## config.mk

```make
export PLATFORM = sky130hd
export DESIGN_NAME = config_frame_sequencer
export DESIGN_NICKNAME = d
export VERILOG_FILES = /design/src/rtl/cfg_pkg.sv /design/src/rtl/cfg_header_decode.sv /design/src/rtl/config_frame_sequencer.sv
export SDC_FILE = /design/constraint.sdc
export NUM_CORES = 1
export LEC_CHECK = 0
export BUFFER_PORTS_ARGS = -buffer_cell sky130_fd_sc_hd__buf_2
export CAP_MARGIN = 10
export CORE_MARGIN = 2
export CORE_UTILIZATION = 55
export CTS_CLUSTER_DIAMETER = 120
export CTS_CLUSTER_SIZE = 10
export DETAILED_ROUTE_END_ITERATION = 7
export PLACE_DENSITY = 0.89
export SYNTH_ARGS = -nofsm -noshare
export SYNTH_HDL_FRONTEND = slang
export SYNTH_HIERARCHICAL = 1
export SYNTH_SLANG_ARGS = --single-unit
```

## constraint.sdc

```tcl
create_clock -name CLK -period 7.8 [get_ports CLK]
set_clock_uncertainty 0.2 [all_clocks]
set_input_delay 1.95 -clock CLK [delete_from_list [all_inputs] [get_ports CLK]]
set_output_delay 1.95 -clock CLK [all_outputs]
set_load 0.1 [all_outputs]
```

## src/rtl/cfg_pkg.sv

```systemverilog
`default_nettype none
//============================================================================
// Module  : cfg_pkg
// Purpose : Shared types and constants for the configuration frame
//           sequencer and the bitstream checker: sequencer state
//           encoding, default sync word, END column code and the bit
//           positions of the header fields.
// Revision: 1.0 - initial release
//============================================================================
package cfg_pkg;

    typedef enum logic [1:0] {
        ST_IDLE   = 2'd0,
        ST_HEADER = 2'd1,
        ST_DATA   = 2'd2,
        ST_STROBE = 2'd3
    } cfgState_t;

    localparam logic [31:0] c_SYNC_WORD        = 32'hFAB0_FAB1;
    localparam int          c_FRAME_SEL_WIDTH  = 5;

    // END is signalled by an all-ones column; sliced to the column width.
    localparam logic [31:0] c_END_COLUMN       = 32'hFFFF_FFFF;

    // Column occupies the top bits of a header word, index the bottom bits.
    localparam int          c_HDR_COL_MSB      = 31;
    localparam int          c_HDR_IDX_LSB      = 0;

endpackage : cfg_pkg
`default_nettype wire

```

## src/rtl/cfg_header_decode.sv

```systemverilog
`default_nettype none
//============================================================================
// Module  : cfg_header_decode
// Purpose : Combinational split of a 32-bit header word into its column
//           and frame-index fields plus END / sync / index-range flags.
// Ports   : i_headerWord  - candidate header word
//           o_column      - column select field
//           o_index       - 1-based frame index field
//           o_isEnd       - column field is the END code
//           o_isSync      - whole word equals the sync word
//           o_indexValid  - index within 1..MaxFramesPerCol
// Revision: 1.0 - initial release
//============================================================================
module cfg_header_decode
    import cfg_pkg::*;
#(
    parameter int          FrameSelectWidth = c_FRAME_SEL_WIDTH,
    parameter int          IndexWidth       = 5,
    parameter int          MaxFramesPerCol  = 20,
    parameter logic [31:0] SyncWord         = c_SYNC_WORD
) (
    input  logic [31:0]                 i_headerWord,
    output logic [FrameSelectWidth-1:0] o_column,
    output logic [IndexWidth-1:0]       o_index,
    output logic                        o_isEnd,
    output logic                        o_isSync,
    output logic                        o_indexValid
);

    assign o_column     = i_headerWord[c_HDR_COL_MSB -: FrameSelectWidth];
    assign o_index      = i_headerWord[c_HDR_IDX_LSB +: IndexWidth];
    assign o_isEnd      = (o_column == c_END_COLUMN[FrameSelectWidth-1:0]);
    assign o_isSync     = (i_headerWord == SyncWord);
    assign o_indexValid = (o_index != '0) &&
                          (o_index <= IndexWidth'(MaxFramesPerCol));

endmodule : cfg_header_decode
`default_nettype wire

```

## src/rtl/config_frame_sequencer.sv

```systemverilog
`default_nettype none
//============================================================================
// Module  : config_frame_sequencer
// Purpose : Parses the configuration word stream (sync word, frame
//           headers, row data), loads frame data registers row by row and
//           commits each frame with a single-cycle frame strobe.
// Ports   : CLK, reset          - clock, synchronous active-high reset
//           WriteData/Strobe    - incoming word and its valid flag
//           WriteReady          - word accepted when strobe && ready
//           RowSelect/FrameData/FrameDataStrobe - row load interface
//           FrameSelect/FrameIndex/FrameStrobe  - frame commit to decoders
//           ConfigActive        - between sync word and END
//           ConfigError         - sticky bad-index flag, cleared by sync
// Revision: 1.0 - initial release
//============================================================================
module config_frame_sequencer
    import cfg_pkg::*;
#(
    parameter int          NumberOfRows     = 16,
    parameter int          RowSelectWidth   = 5,
    parameter int          MaxFramesPerCol  = 20,
    parameter int          FrameSelectWidth = c_FRAME_SEL_WIDTH,
    parameter logic [31:0] SyncWord         = c_SYNC_WORD
) (
    input  logic                                 CLK,
    input  logic                                 reset,
    input  logic [31:0]                          WriteData,
    input  logic                                 WriteStrobe,
    output logic                                 WriteReady,
    output logic [RowSelectWidth-1:0]            RowSelect,
    output logic [31:0]                          FrameData,
    output logic                                 FrameDataStrobe,
    output logic [FrameSelectWidth-1:0]          FrameSelect,
    output logic [$clog2(MaxFramesPerCol+1)-1:0] FrameIndex,
    output logic                                 FrameStrobe,
    output logic                                 ConfigActive,
    output logic                                 ConfigError
);

    localparam int c_INDEX_WIDTH = $clog2(MaxFramesPerCol + 1);
    localparam logic [RowSelectWidth-1:0] c_LAST_ROW = RowSelectWidth'(NumberOfRows - 1);

    cfgState_t                     r_state,        w_nextState;
    logic [RowSelectWidth-1:0]     r_rowCount,     w_nextRowCount;
    logic [FrameSelectWidth-1:0]   r_latchCol,     w_nextLatchCol;
    logic [c_INDEX_WIDTH-1:0]      r_latchIdx,     w_nextLatchIdx;
    logic                          r_frameValid,   w_nextFrameValid;
    logic                          r_writeReady;
    logic [RowSelectWidth-1:0]     r_rowSelect,    w_nextRowSelect;
    logic [31:0]                   r_frameData,    w_nextFrameData;
    logic                          r_dataStrobe,   w_nextDataStrobe;
    logic [FrameSelectWidth-1:0]   r_frameSelect,  w_nextFrameSelect;
    logic [c_INDEX_WIDTH-1:0]      r_frameIndex,   w_nextFrameIndex;
    logic                          r_frameStrobe,  w_nextFrameStrobe;
    logic                          r_configActive, w_nextConfigActive;
    logic                          r_configError,  w_nextConfigError;

    logic                          w_accept;
    logic [FrameSelectWidth-1:0]   w_hdrColumn;
    logic [c_INDEX_WIDTH-1:0]      w_hdrIndex;
    logic                          w_hdrIsEnd;
    logic                          w_hdrIsSync;
    logic                          w_hdrIndexValid;

    assign w_accept = WriteStrobe && r_writeReady;

    cfg_header_decode #(
        .FrameSelectWidth (FrameSelectWidth),
        .IndexWidth       (c_INDEX_WIDTH),
        .MaxFramesPerCol  (MaxFramesPerCol),
        .SyncWord         (SyncWord)
    ) u_headerDecode (
        .i_headerWord (WriteData),
        .o_column     (w_hdrColumn),
        .o_index      (w_hdrIndex),
        .o_isEnd      (w_hdrIsEnd),
        .o_isSync     (w_hdrIsSync),
        .o_indexValid (w_hdrIndexValid)
    );

    always_comb begin
        w_nextState        = r_state;
        w_nextRowCount     = r_rowCount;
        w_nextLatchCol     = r_latchCol;
        w_nextLatchIdx     = r_latchIdx;
        w_nextFrameValid   = r_frameValid;
        w_nextRowSelect    = r_rowSelect;
        w_nextFrameData    = r_frameData;
        w_nextDataStrobe   = 1'b0;
        w_nextFrameSelect  = r_frameSelect;
        w_nextFrameIndex   = r_frameIndex;
        w_nextFrameStrobe  = 1'b0;
        w_nextConfigActive = r_configActive;
        w_nextConfigError  = r_configError;

        case (r_state)
            ST_IDLE: begin
                if (w_accept && w_hdrIsSync) begin
                    w_nextState        = ST_HEADER;
                    w_nextConfigActive = 1'b1;
                    w_nextConfigError  = 1'b0;
                end
            end
            ST_HEADER: begin
                if (w_accept) begin
                    // The sync word's top bits are all ones, so the sync
                    // test must win over the END test.
                    if (w_hdrIsSync) begin
                        w_nextConfigError = 1'b0;
                    end else if (w_hdrIsEnd) begin
                        w_nextState        = ST_IDLE;
                        w_nextConfigActive = 1'b0;
                        w_nextFrameSelect  = '0;
                        w_nextFrameIndex   = '0;
                    end else begin
                        w_nextState      = ST_DATA;
                        w_nextLatchCol   = w_hdrColumn;
                        w_nextLatchIdx   = w_hdrIndex;
                        w_nextRowCount   = '0;
                        w_nextFrameValid = w_hdrIndexValid;
                        if (!w_hdrIndexValid) begin
                            w_nextConfigError = 1'b1;
                        end
                    end
                end
            end
            ST_DATA: begin
                if (w_accept) begin
                    w_nextRowSelect  = r_rowCount;
                    w_nextFrameData  = WriteData;
                    w_nextDataStrobe = 1'b1;
                    w_nextRowCount   = r_rowCount + 1'b1;
                    if (r_rowCount == c_LAST_ROW) begin
                        w_nextState = ST_STROBE;
                    end
                end
            end
            ST_STROBE: begin
                // Commit appears the cycle after the stall, so it never
                // overlaps the last row's data strobe.
                w_nextFrameSelect = r_latchCol;
                w_nextFrameIndex  = r_latchIdx;
                w_nextFrameStrobe = r_frameValid;
                w_nextState       = ST_HEADER;
            end
            default: begin
                w_nextState = ST_IDLE;
            end
        endcase
    end

    always_ff @(posedge CLK) begin
        if (reset) begin
            r_state        <= ST_IDLE;
            r_rowCount     <= '0;
            r_latchCol     <= '0;
            r_latchIdx     <= '0;
            r_frameValid   <= 1'b0;
            r_writeReady   <= 1'b1;
            r_rowSelect    <= '0;
            r_frameData    <= '0;
            r_dataStrobe   <= 1'b0;
            r_frameSelect  <= '0;
            r_frameIndex   <= '0;
            r_frameStrobe  <= 1'b0;
            r_configActive <= 1'b0;
            r_configError  <= 1'b0;
        end else begin
            r_state        <= w_nextState;
            r_rowCount     <= w_nextRowCount;
            r_latchCol     <= w_nextLatchCol;
            r_latchIdx     <= w_nextLatchIdx;
            r_frameValid   <= w_nextFrameValid;
            r_writeReady   <= (w_nextState != ST_STROBE);
            r_rowSelect    <= w_nextRowSelect;
            r_frameData    <= w_nextFrameData;
            r_dataStrobe   <= w_nextDataStrobe;
            r_frameSelect  <= w_nextFrameSelect;
            r_frameIndex   <= w_nextFrameIndex;
            r_frameStrobe  <= w_nextFrameStrobe;
            r_configActive <= w_nextConfigActive;
            r_configError  <= w_nextConfigError;
        end
    end

    assign WriteReady      = r_writeReady;
    assign RowSelect       = r_rowSelect;
    assign FrameData       = r_frameData;
    assign FrameDataStrobe = r_dataStrobe;
    assign FrameSelect     = r_frameSelect;
    assign FrameIndex      = r_frameIndex;
    assign FrameStrobe     = r_frameStrobe;
    assign ConfigActive    = r_configActive;
    assign ConfigError     = r_configError;

endmodule : config_frame_sequencer
`default_nettype wire

```

Yosys cells after proc, flatten, opt, wreduce, memory -nomap -nowiden
Cells that the tools add are included.
{"block": "totals", "ff_bits": 70, "in_bits": 35, "output_inout_bits": 52, "word_cells": 80}
{"block": "classes", "addsub": 1, "magnitude_cmp": 1, "eq_ne": 15, "mux": 29, "bitwise": 4, "reduce_logical": 16}
{"op": "$mux 5", "n": 7}
{"op": "$eq 32x32->1 const B", "n": 1}
{"op": "$pmux 5 s2", "n": 3}
{"op": "$reduce_and 5->1", "n": 3}
{"op": "$mux 2", "n": 6}
{"op": "$ne 2x2->1 const B", "n": 6}
{"op": "$mux 1", "n": 10}
{"op": "$pmux 2 s4", "n": 1}
{"op": "$reduce_and 4->1", "n": 2}
{"op": "$ne 3x3->1 const B", "n": 2}
{"op": "$reduce_bool 2->1", "n": 3}
{"op": "$add 5x1->5 const B", "n": 1}
{"op": "$eq 5x4->1 const B", "n": 1}
{"op": "$eq 5x5->1 const B", "n": 1}
{"op": "$le 5x5->1 const B", "n": 1}
{"op": "$reduce_bool 5->1", "n": 1}
{"op": "$eq 2x2->1 const B", "n": 2}
{"op": "$not 1->1", "n": 4}
{"op": "$pmux 1 s2", "n": 2}
{"op": "$reduce_or 2->1", "n": 2}
{"op": "$logic_and 1x1->1", "n": 3}
{"op": "$eq 2x1->1 const B", "n": 1}
{"op": "$logic_not 2->1", "n": 1}
{"op": "$ne 2x1->1 const B", "n": 1}
{"op": "$reduce_and 2->1", "n": 1}

Logic depth before layout (Yosys ltp)
{"block": "logic_depth", "ltp_word": 7, "depth_mapped": 7}

By module
The synthesis kept the hierarchy.
{"mod": "config_frame_sequencer", "n_inst": 1, "cells_per_inst": 326, "area_each_um2": 2708.8}
{"mod": "cfg_header_decode", "n_inst": 1, "cells_per_inst": 27, "area_each_um2": 196.4}

Worst setup path before layout
No wires, ideal clock.
{"block": "synth_path", "kind": "input port to flip-flop", "start": "input port WriteData[8]", "end": "register r_frameSelect[1], in the netlist FrameSelect[1]", "setup_time_ps": 92, "arrival_ps": 3718, "t_required_ps": 7508, "setup_slack_ps": 3790, "cell_stages": 7, "n_path_buf": 1, "cell_sequence": "nand4bb_1 -> or4_1 -> nor4_2 -> and4b_1 -> o21a_1 -> clkbuf_1 -> o32ai_1"}
{"block": "synth_between", "elab_chain_len": 3}
{"item": "start, declared", "line_no": "config_frame_sequencer.sv:27", "rtl": "input logic [31:0] WriteData,"}
{"item": "$eq 32x32->1", "line_no": "cfg_header_decode.sv:33", "rtl": "assign o_isSync = (i_headerWord == SyncWord);"}
{"item": "named net w_hdrIsSync", "line_no": "config_frame_sequencer.sv:62", "rtl": "logic w_hdrIsSync;"}
{"item": "$ne 2x2->1 (no source line)"}
{"item": "$reduce_and 4->1 (no source line)"}
{"item": "end signal, assigned", "line_no": "config_frame_sequencer.sv:178", "rtl": "r_frameSelect <= w_nextFrameSelect;"}
{"item": "end, declared", "line_no": "config_frame_sequencer.sv:52", "rtl": "logic [FrameSelectWidth-1:0] r_frameSelect, w_nextFrameSelect;"}
The timed path passes the listed nets, and every way through them passes these cells.
A chain may end at the register's enable or synchronous reset.

Final worst setup path
{"block": "layout_path", "start": "input port WriteData[6]", "end": "register r_frameValid"}
{"block": "layout_between", "elab_chain_len": 3}
{"item": "$eq 32x32->1", "line_no": "cfg_header_decode.sv:33"}
{"item": "named net w_hdrIsSync", "line_no": "config_frame_sequencer.sv:62"}
{"item": "$not 1->1 (no source line)"}
{"item": "$reduce_and 4->1 (no source line)"}
{"item": "end signal, assigned", "line_no": "config_frame_sequencer.sv:173", "rtl": "r_frameValid <= w_nextFrameValid;"}
{"item": "end, declared", "line_no": "config_frame_sequencer.sv:47", "rtl": "logic r_frameValid, w_nextFrameValid;"}
The timed path passes the listed nets, and every way through them passes these cells.

==> out/summary.txt <==
critical path data required time = 7860 ps
die area = 5880 um2
Resize count post-CTS = 0
GRT overflow = 0
drt pass-1 iters = 4
later-pin clock latency in the skew report = 340 ps
Die Ht = 76.7 um
Synth Area in XOR/XNOR = 0
Post-Syn Instances = 353
Tightest Pin Transition = 839 ps
switching power = 0.184 mW
end-of-flow core utilization = 0.677
crit end category = flop
sequential-to-total area share from yosys stat = 0.482
FP Rows = 26
gpl congestion = 0.839
Max VDD drop = 119 uV
# clock sinks = 70
DRT iter0 DRCs = 223
non-filler instance count after layout = 492
CTS Buffer Depth = 2
Seq pwr share = 0.509
hold path start = FrameData[21]
CP startpoint = WriteData[6]
RSZ-0062 raised after global routing = no
IO Pins = 87
# hold bufs at CTS = 0
largest net degree at the start of global routing = 82
post-synthesis adder-cell area fraction = 0.00861
initial core utilization = 0.569
initial antenna violation count = 0
Clock power frac = 0.400
Unique masters post-synth = 39
Synth Warn # = 6
Mapped Avg Cell Area = 8.23 um2
fmax = 244 MHz
die width = 76.7 um
Final nets = 454
Internal = 0.534 mW
Routed WL = 6.83 mm
final hold viol count = 0
count of final max-slew check failures = 0
logic gate share of total power = 0.091
root buffer cell = clkbuf_8
RR Startpoint = r_state[1]
status = completed
gr usage total = 0.233
Setup CP Type = primary input to flop
Slew headroom = 0.440
pwr dens = 208 nW/um2
CTS tree = done
area share of and/or/nand/nor cells after synthesis = 0.241
final instance area = 3460 um2
DR DRC count = 0
mux cell area share after synthesis = 0.00689
setup TNS = 0 ps
number of vias per cell = 5.47
crit path launch type = primary input
first-pass GRT wire length = 11.0 mm
Pleak = 1.35 nW
worst min path class = flop to flop
commonest non-fill, non-tap cell in the layout = buf_2
FF+latch count, synth = 70
postcts setup bufs = 0
Sw Share = 0.256
Num CTS Buffers = 9
dpl hpwl = 4.62 mm
Final setup viols = 0
Synth Net Count = 390
IO buf count = 86
placed cell count = 476
layout cells sized above 1 = 0.261
Avg WL per Cell = 13.9 um
Tcrit/Tclk final = 0.524
Compound-Gate Fraction of Synth Area = 0.178
MaxCap Viol Count = 0
Worst EP arrival = 4150 ps
Core ar. = 5110 um2
via count = 2,689
commonest cells after routing, fill and taps aside = 86 x buf_2, 80 x nand2_1, 70 x dfxtp_1
Cell Area, Placed = 3260 um2
Synth-to-Final Area Change = 18.9%
post-route ant nets = 0
Tmin final = 4090 ps
CP Max Fanout = 17
largest family of logic cells by synthesized area = simple AND/OR/NAND/NOR gates
number of global-route vias before repair = 2,467
area of the mapped netlist = 2910 um2
htree depth = 3
# diodes = 0
clk slew on worst S/H paths = 80 ps
## final timing paths
path	cells after the start	end	slack, ps
setup / recovery	7	r_frameValid	3710
hold / removal	2	FrameData[21]	250
setup reg to reg	4	r_rowCount[0]	5790
hold reg to reg	2	FrameData[21]	250
## sequential cells by signal, summed over array words and instances, names as in the netlist, 2 cells and up
name,cells
r_latchCol,5
r_state,2
FrameSelect,5
r_latchIdx,5
FrameData,32
r_rowCount,5
FrameIndex,5
RowSelect,5
## routing by layer
layer  track usage  routed length [um]  vias to the layer above
met5             0                   0                        -
met4         0.145                 209                        0
met3        0.0541                 393                       19
met2         0.375                3300                       92
met1         0.279                2920                     1252
li1              -                   -                     1326
## power groups by stage
| stage | Sequential, mW | Clock (mW) | Combinational, mW |
|---|---|---|---|
| 2_1_floorplan | 0.392 | 0 | 0.0306 |
| 3_3_place_gp | 0.374 | 0 | 0.0632 |
| 3_5_place_dp | 0.374 | 0 | 0.0648 |
| 4_1_cts | 0.366 | 0.292 | 0.0651 |
| 5_1_grt | 0.366 | 0.311 | 0.0701 |
| 6_report | 0.366 | 0.287 | 0.0655 |
## worst max-delay path, cell delays in order
cell	delay (ps)
buf_2	110
nand4bb_1	160
or4_1	570
nor4_2	390
nand4bb_1	570
o21ai_0	200
a21oi_1	200
## through the flow
step                      hold WS, ps  power (mW)  setup slack, ps
final                             252       0.719             3710
after global routing              267       0.748             3560
after CTS                         253       0.722             3740
after detailed placement          244       0.439             3440
after global placement            239       0.437             3560
after floorplan                   245       0.422             3790
## Yosys cell counts
| cell type | count | area (um2) |
|---|---|---|
| a211oi_1 | 1 | 7.51 |
| a211oi_2 | 1 | 12.5 |
| a21oi_1 | 54 | 270 |
| a221oi_2 | 1 | 15.0 |
| a22oi_1 | 1 | 7.51 |
| a31o_2 | 1 | 8.76 |
| a31oi_1 | 1 | 6.26 |
| and3_1 | 1 | 6.26 |
| and4b_1 | 2 | 20.0 |
| and4bb_1 | 1 | 12.5 |
| buf_1 | 1 | 3.75 |
| buf_2 | 6 | 30.0 |
| buf_4 | 12 | 90.1 |
| clkbuf_1 | 16 | 60.1 |
| clkbuf_2 | 1 | 5.00 |
| dfxtp_1 | 70 | 1400 |
| ha_1 | 2 | 25.0 |
| inv_1 | 14 | 52.6 |
| mux2i_1 | 2 | 20.0 |
| nand2_1 | 80 | 300 |
| nand2b_1 | 14 | 87.6 |
| nand3_1 | 15 | 75.1 |
| nand4b_1 | 4 | 35.0 |
| nand4bb_1 | 2 | 22.5 |
| nor2_1 | 7 | 26.3 |
| nor2b_1 | 3 | 18.8 |
| nor3_1 | 2 | 10.0 |
| nor3b_1 | 1 | 7.51 |
| nor4_2 | 1 | 12.5 |
| nor4b_1 | 1 | 8.76 |
| nor4bb_1 | 1 | 10.0 |
| o211ai_1 | 2 | 15.0 |
| o21a_1 | 1 | 7.51 |
| o21ai_0 | 16 | 80.1 |
| o32ai_1 | 10 | 87.6 |
| or2b_1 | 1 | 7.51 |
| or4_1 | 2 | 15.0 |
| or4b_1 | 1 | 10.0 |
| or4b_4 | 1 | 13.8 |
## cells by family (layout without fill, tap and decap cells)
| family | count (synthesis) | in the layout |
|---|---|---|
| muxes | 2 | 2 |
| adders and majority gates | 2 | 2 |
| and+or+nand+nor | 140 | 140 |
| AOI/OAI and AO/OA | 89 | 89 |
| buffers and inverters | 50 | 119 |
| DFF | 70 | 70 |
## final cells by class
class                      count  area (um2)
multi-input combinational    233        1260
clock buffer                  10         138
timing repair buffer          89         453
inverter                      14        52.6
fill                         427        1650
clock inverter                 6        61.3
tap                           70        87.6
sequential                    70        1400
(Power assumes the default switching activity.)
